<file path="src/rtl/zxv_pkg.sv">
// Shared constants and types for the ZX video pixel path.
// Attribute field positions and the {G,R,B} colour encoding.
package zxv_pkg;

  localparam int ATTR_INK_LSB   = 0;
  localparam int ATTR_PAPER_LSB = 3;
  localparam int ATTR_BRIGHT    = 6;
  localparam int ATTR_FLASH     = 7;

  typedef logic [2:0] zxv_color_t;

  localparam zxv_color_t BLACK   = 3'd0;
  localparam zxv_color_t BLUE    = 3'd1;
  localparam zxv_color_t RED     = 3'd2;
  localparam zxv_color_t MAGENTA = 3'd3;
  localparam zxv_color_t GREEN   = 3'd4;
  localparam zxv_color_t CYAN    = 3'd5;
  localparam zxv_color_t YELLOW  = 3'd6;
  localparam zxv_color_t WHITE   = 3'd7;

  function automatic zxv_color_t attr_ink(input logic [7:0] attr);
    return attr[ATTR_INK_LSB +: 3];
  endfunction

  function automatic zxv_color_t attr_paper(input logic [7:0] attr);
    return attr[ATTR_PAPER_LSB +: 3];
  endfunction

endpackage

</file>
<file path="src/rtl/zxv_shifter.sv">
// Parallel-load / shift-left pixel register, MSB first.
// msb_nxt is the MSB this cycle will leave behind, for same-edge colour decode.
module zxv_shifter #(
  parameter int PIX_W = 8
) (
  input  logic             clk,
  input  logic             reset,
  input  logic             ce,
  input  logic             load,
  input  logic [PIX_W-1:0] par_d,
  output logic             msb,
  output logic             msb_nxt
);

  logic [PIX_W-1:0] shift_q;
  logic [PIX_W-1:0] shift_d;

  always_comb begin
    shift_d = shift_q;
    if (ce) begin
      if (load) shift_d = par_d;
      else      shift_d = {shift_q[PIX_W-2:0], 1'b0};
    end
  end

  always_ff @(posedge clk) begin
    if (reset) shift_q <= '0;
    else       shift_q <= shift_d;
  end

  assign msb     = shift_q[PIX_W-1];
  assign msb_nxt = shift_d[PIX_W-1];

endmodule

</file>
<file path="src/rtl/zx_pixel_serializer.sv">
// ZX pixel/attribute double buffer, serialiser and RGBI colour decode.
// Define ZXV_FLASH_EN to build the frame counter and flash inversion.
module zx_pixel_serializer
  import zxv_pkg::*;
#(
  parameter int PIX_W       = 8,
  parameter int FLASH_DIV_W = 5
) (
  input  logic             CLK,
  input  logic             RESET,
  input  logic             pix_ce,
  input  logic [PIX_W-1:0] pix_d,
  input  logic             pix_ld,
  input  logic [7:0]       attr_d,
  input  logic             attr_ld,
  input  logic             load,
  input  logic             active,
  input  logic [2:0]       border,
  input  logic             frame_sync,
  output logic             R,
  output logic             G,
  output logic             B,
  output logic             I
);

  logic [PIX_W-1:0] pix_hold_q,  pix_hold_d;
  logic [7:0]       attr_hold_q, attr_hold_d;
  logic [7:0]       attr_stg_q,  attr_stg_d;
  logic             active_stg_q, active_stg_d;
  zxv_color_t       color_q, color_d;
  logic             inten_q, inten_d;
  logic             shift_msb, shift_msb_nxt;
  logic             flash_phase;
  logic             px;

  zxv_shifter #(.PIX_W(PIX_W)) u_shifter (
    .clk     (CLK),
    .reset   (RESET),
    .ce      (pix_ce),
    .load    (load),
    .par_d   (pix_hold_q),
    .msb     (shift_msb),
    .msb_nxt (shift_msb_nxt)
  );

`ifdef ZXV_FLASH_EN
  logic [FLASH_DIV_W-1:0] flash_cnt_q, flash_cnt_d;

  always_comb begin
    flash_cnt_d = flash_cnt_q;
    if (frame_sync) flash_cnt_d = flash_cnt_q + FLASH_DIV_W'(1);
  end

  always_ff @(posedge CLK) begin
    if (RESET) flash_cnt_q <= '0;
    else       flash_cnt_q <= flash_cnt_d;
  end

  // Registered phase: a frame_sync on a pix_ce cycle only affects later pixels.
  assign flash_phase = flash_cnt_q[FLASH_DIV_W-1];
`else
  assign flash_phase = 1'b0;
`endif

  logic unused_sig;
  assign unused_sig = ^{frame_sync, shift_msb};

  always_comb begin
    pix_hold_d  = pix_ld  ? pix_d  : pix_hold_q;
    attr_hold_d = attr_ld ? attr_d : attr_hold_q;

    attr_stg_d   = attr_stg_q;
    active_stg_d = active_stg_q;
    if (pix_ce && load) begin
      attr_stg_d   = attr_hold_q;
      active_stg_d = active;
    end
  end

  // Decode from the post-update stage so a loaded byte shows on the next CLK.
  always_comb begin
    px      = shift_msb_nxt ^ (attr_stg_d[ATTR_FLASH] & flash_phase);
    color_d = color_q;
    inten_d = inten_q;
    if (pix_ce) begin
      if (active_stg_d) begin
        color_d = px ? attr_ink(attr_stg_d) : attr_paper(attr_stg_d);
        inten_d = attr_stg_d[ATTR_BRIGHT];
      end else begin
        color_d = border;
        inten_d = 1'b0;
      end
    end
  end

  always_ff @(posedge CLK) begin
    if (RESET) begin
      pix_hold_q   <= '0;
      attr_hold_q  <= '0;
      attr_stg_q   <= '0;
      active_stg_q <= 1'b0;
      color_q      <= BLACK;
      inten_q      <= 1'b0;
    end else begin
      pix_hold_q   <= pix_hold_d;
      attr_hold_q  <= attr_hold_d;
      attr_stg_q   <= attr_stg_d;
      active_stg_q <= active_stg_d;
      color_q      <= color_d;
      inten_q      <= inten_d;
    end
  end

  assign G = color_q[2];
  assign R = color_q[1];
  assign B = color_q[0];
  assign I = inten_q;

endmodule

</file>
<file path="config.mk">
export PLATFORM = sky130hd
export DESIGN_NAME = zx_pixel_serializer
export DESIGN_NICKNAME = d
export VERILOG_FILES = /design/src/rtl/zxv_pkg.sv /design/src/rtl/zxv_shifter.sv /design/src/rtl/zx_pixel_serializer.sv
export SDC_FILE = /design/constraint.sdc
export NUM_CORES = 1
export LEC_CHECK = 0
export CAP_MARGIN = 40
export CORE_MARGIN = 1.5
export CORE_UTILIZATION = 52
export CTS_BUF_LIST = sky130_fd_sc_hd__clkbuf_4
export CTS_CLUSTER_SIZE = 20
export DETAILED_ROUTE_END_ITERATION = 12
export PLACE_DENSITY = 0.89
export SLEW_MARGIN = 5
export SYNTH_ARGS = -nofsm -noshare
export SYNTH_HDL_FRONTEND = slang
export SYNTH_HIERARCHICAL = 1
export SYNTH_SLANG_ARGS = --single-unit
</file>
<file path="constraint.sdc">
create_clock -name CLK -period 1.6 [get_ports CLK]
set_input_delay 0.24 -clock CLK [delete_from_list [all_inputs] [get_ports CLK]]
set_output_delay 0.24 -clock CLK [all_outputs]
set_load 0.02 [all_outputs]
</file>
* Word level (Yosys, flattened, before mapping)
Index checks and enable logic that the tools add are counted.
** Cells by class
- Multiplexer cells :: 7
- Bitwise operators :: 0
- Add/sub/neg operators :: 0
- Divide/modulo/power cells :: 0
- Magnitude comparators :: 0
- Eq/ne operators :: 0
- $mul :: 0
- Shifts and indexed selects :: 0
- Reduce and logical (&&, ||, !) cells :: 1
** Operator list (count)
- $mux 8 :: 2
- $mux 7 :: 1
- $mux 3 :: 2
- $mux 1 :: 2
- $logic_and 1x1->1 :: 1
** Storage, ports and cells
- Output and inout port bits :: 4
- Memories kept :: 0
- Bits in latches :: 0
- Bits in read-only memories :: 0
- Register bits :: 35
- Memory bits (writable) :: 0
- Logic and storage cells :: 16

* Logic depth before layout (Yosys ltp)
- Word-level depth :: 4
- Depth in mapped cells :: 5
- Gate-level depth less buffers :: 4

* Hierarchy
The synthesis kept the hierarchy.
** By module, submodules not included
- zx_pixel_serializer :: instances 1, area an instance 1068.5 um^2, cells an instance 104
- zxv_shifter :: instances 1, area an instance 369.1 um^2, cells an instance 37

* Worst setup path after synthesis
OpenSTA, ideal clock, no wires.
- Kind :: input to register
- Start point :: input load
- End point :: register color_q[0]
- Setup slack :: 0.206 ns
- Library setup time :: 0.116 ns
- Arrival time :: 1.279 ns
- Buffers on the path :: 1
- Required time :: 1.484 ns
- Stages on the path :: 5
- Cell sequence :: buf_6 > mux2i_1 > a21oi_1 > mux4_2 > a31o_1
** Between the ends
- Cells in the longest elaborated chain, start to end :: 4
- Elaborated cells on any way between the ends :: 7
** RTL lines
- from (decl) :: line zx_pixel_serializer.sv:16 : input logic load,
- $mux 8 :: line zxv_shifter.sv:21 : if (load) shift_d = par_d;
- $mux 8 :: line zxv_shifter.sv:20 : if (ce) begin
- via px :: line zx_pixel_serializer.sv:34 : logic px;
- $mux 3 :: line zx_pixel_serializer.sv:87 : color_d = px ? attr_ink(attr_stg_d) : attr_paper(attr_stg_d);
- $mux 3 :: line zx_pixel_serializer.sv:86 : if (active_stg_d) begin
- to (signal assigned) :: line zx_pixel_serializer.sv:109 : color_q <= color_d;
- to (decl) :: line zx_pixel_serializer.sv:30 : zxv_color_t color_q, color_d;
The timed path passes the listed nets, and every way through them passes these cells.
A chain may end at the register's enable or synchronous reset.

* Worst setup path after layout
- Start point :: input load
- End point :: register color_q[2]
The elaborated chain is that of the path after synthesis.

==> impl_metrics.env <==
export IMPL_status="completed"
export IMPL_grt_first_pass_wirelength_um=4950
export IMPL_ys_async_sr_fraction_pct=0
export IMPL_power_density_mw_per_mm2=896
export IMPL_cpPeakStageDelay_ns=0.52
export IMPL_dpl_cell_area_mm2=0.00178
export IMPL_path_cells="clkdlybuf4s50_1 > mux2i_1 > a21oi_1 > mux4_2 > a31o_1"
export IMPL_relSlewSlack_pct=72.2
export IMPL_path_depth=5
export IMPL_cts_made_buffers=5
export IMPL_cts_sinks=35
export IMPL_place_congestion=0.790
export IMPL_maxCapViolations=0
export IMPL_finalSetupViolations=0
export IMPL_post_cts_buffers=0
export IMPL_vias_per_cell=5.56
export IMPL_cts_resized=0
export IMPL_antenna_found_initial=0
export IMPL_post_route_period_util_pct=96.6
export IMPL_finalMaxSlewViolations=0
export IMPL_place_ws_ns=-0.299
export IMPL_ctsHoldBuffers=0
export IMPL_grt_max_degree=31
export IMPL_cts_tree="yes"
export IMPL_worstPathMaxFanout=3
export IMPL_p_sw_share_pct=24.7
export IMPL_nNetsFinal=204
export IMPL_final_layout_size_suffix_gt1_share_pct=15.2
export IMPL_cpLargestDelayFamily="compound AO/OA/AOI/OAI gates"
export IMPL_ant_nets=0
export IMPL_routed_wl_um=2940
export IMPL_internal_power_uw=1240
export IMPL_p_clk_share_pct=27.5
export IMPL_r2r_end="color_q[2]$_SDFFE_PP0P_"
export IMPL_p_seq_share_pct=57.3
export IMPL_rsz0062_at_grt="false"
export IMPL_ios=31
export IMPL_clock_path_buffers=2
export IMPL_synthCells=141
export IMPL_hold_class="reg -> reg"
export IMPL_drt_met1_wl_um=1230
export IMPL_drc_errors=0
export IMPL_r2r_start="pix_hold_q[7]$_SDFFE_PP0P_"
export IMPL_leakage_uw=0.000745
export IMPL_finalWorstPathRequiredPeriod_ns=1.54
export IMPL_top_layer_used="met4"
export IMPL_setup_slack_ns=0.0552
export IMPL_fmax_mhz=647
export IMPL_p_switching_uw=407
export IMPL_avgSynthCellArea_um2=10.2
export IMPL_synth_ff_type="dfxtp_1"
export IMPL_cp_endpoint="color_q[2]$_SDFFE_PP0P_"
export IMPL_drtPass1Iterations=4
export IMPL_hold_path_startpoint="attr_stg_q[3]$_SDFF_PP0_"
export IMPL_clock_latency_ns=0.34
export IMPL_yosysWarningCount=6
export IMPL_ys_ff_latch=35
export IMPL_seq_area_frac_synth_pct=48.7
export IMPL_grt_pass1_vias=1152
export IMPL_rr_worst_depth=4
export IMPL_clk_transition_reported_paths_ns=0.09
export IMPL_critPathLaunch="load"
export IMPL_worst_pin_slew_ns=0.416
export IMPL_cp_slowest_cell="clkdlybuf4s50_1"
export IMPL_wl_met3_um=165
export IMPL_die_area_mm2=0.00309
export IMPL_chipWidth_um=55.6
export IMPL_ys_types=22
export IMPL_fin_area_mm2=0.00184
export IMPL_synth_edff_count=0
export IMPL_rows=18
export IMPL_synth_area_leaders="dfxtp_1 (49%), mux2i_1 (16%), nor2_1 (6.0%)"
export IMPL_h_tree_depth=2
export IMPL_root_buffer="clkbuf_4"
export IMPL_place_hpwl_um=2200
export IMPL_yosys_area_top_type="dfxtp_1"
export IMPL_grt_ovfl_total=0
export IMPL_ys_top_cells_by_count="dfxtp_1 (35), mux2i_1 (23), nor2_1 (23)"
export IMPL_finalClockSkew_ns=0.0100
export IMPL_antenna_diode_count=0
export IMPL_fillCellCount=181
export IMPL_path_buf_inv=1
export IMPL_crit_type="in -> reg"
export IMPL_drt_iter0_drc=30
export IMPL_syn_area_mm2=0.00144
export IMPL_endpoint_kind="register"
export IMPL_syn_nets=168
export IMPL_die_y_um=55.6
export IMPL_synth_top_cell_area_share_pct=48.7
export IMPL_cp_arrival_ns=1.77
export IMPL_vias=1156
export IMPL_combinationalPowerShare_pct=15.2
export IMPL_avgRoutedWirePerCell_um=14.1
export IMPL_hold_viol_final=0
export IMPL_holdWs_ns=0.465
export IMPL_vdd_drop_max_mv=0.695
export IMPL_synth_most_common_cell="dfxtp_1"
export IMPL_crit_required_ns=1.83
export IMPL_gr_usage_all_layers_pct=20.9
export IMPL_start_kind="input port"
export IMPL_r2r_slack_ns=0.14
export IMPL_wl_met2_um=1490
export IMPL_syn_to_final_growth_pct=27.8
export IMPL_core_area_mm2=0.00254
export IMPL_io_buffers=28
export IMPL_initial_utilization_pct=56.5
sequential cells by signal (all words and copies together) (netlist names):
signal / cells
I: 1
active_stg_q: 1
attr_hold_q: 7
attr_stg_q: 7
color_q: 3
pix_hold_q: 8
u_shifter/shift_q: 8
layer usage:
layer | track usage (%) | vias to the layer above
met2 | 35.2 | 34
li1 | - | 575
met1 | 21.8 | 538
met4 | 11.1 | 0
met3 | 9.30 | 9
met5 | 0 | -
through the flow:
| stage | std cells | total power, uW | setup TNS (ns) | utilization (%) |
|---|---|---|---|---|
| detailed placement | 200 | 1210 | -0.923 | 70.1 |
| global placement | 200 | 1200 | -0.730 | 70.1 |
| CTS | 208 | 1660 | 0 | 72.2 |
| global route | 208 | 1730 | 0 | 72.2 |
| finish | 208 | 1650 | 0 | 72.2 |
| floorplan | 141 | 1100 | 0 | - |
worst min-delay path by stage:
stage	cells past startpoint	end
2_1_floorplan	2	active_stg_q$_SDFF_PP0_
3_3_place_gp	2	attr_stg_q[3]$_SDFF_PP0_
3_5_place_dp	2	attr_stg_q[3]$_SDFF_PP0_
4_1_cts	2	attr_stg_q[2]$_SDFF_PP0_
5_1_grt	2	attr_stg_q[4]$_SDFF_PP0_
6_report	2	attr_stg_q[3]$_SDFF_PP0_
tightest hold or removal path, delay by kind of cell, from the launching register on:
family             cells  cell delay [ns]
AOI/OAI and AO/OA      1             0.05
DFF                    1             0.32
and+or+nand+nor        1             0.05
layout make-up:
cell class              count  area, um^2  share of cell area [%]
flip-flops and latches     35         701                    38.1
clock inverters             2        7.51                   0.409
multi-input cells          95         676                    36.8
clock buffers               6        45.0                    2.45
repair buffers             40         370                    20.2
well taps                  30        37.5                    2.04
layout by cell type, fill, tap and decap left out, types with 3 or more instances in the layout:
cell type,Yosys,layout
mux4_2,3,3
clkbuf_4,0,6
a32o_1,4,4
clkdlybuf4s50_1,0,28
a31o_1,3,3
dfxtp_1,35,35
nand2_1,14,14
mux2i_1,23,23
a211oi_1,6,6
buf_4,1,12
nor2_1,23,23
a21oi_1,10,10
power groups by stage:
stage,clock (uW),combinational (uW),sequential [uW]
2_1_floorplan,0,137,959
3_3_place_gp,0,238,960
3_5_place_dp,0,250,962
4_1_cts,468,251,942
5_1_grt,508,270,947
6_report,452,251,942
kinds of logic (layout without fill, tap and decap cells):
| kind of cell | count (synthesis) | in the layout | share of synthesized area [%] |
|---|---|---|---|
| flops | 35 | 35 | 48.7 |
| simple gates | 43 | 43 | 12.7 |
| buf+inv | 11 | 48 | 4.26 |
| compound gates | 25 | 25 | 12.8 |
| mux | 27 | 27 | 21.5 |
No activity file was read; power rests on OpenSTA's default activity.
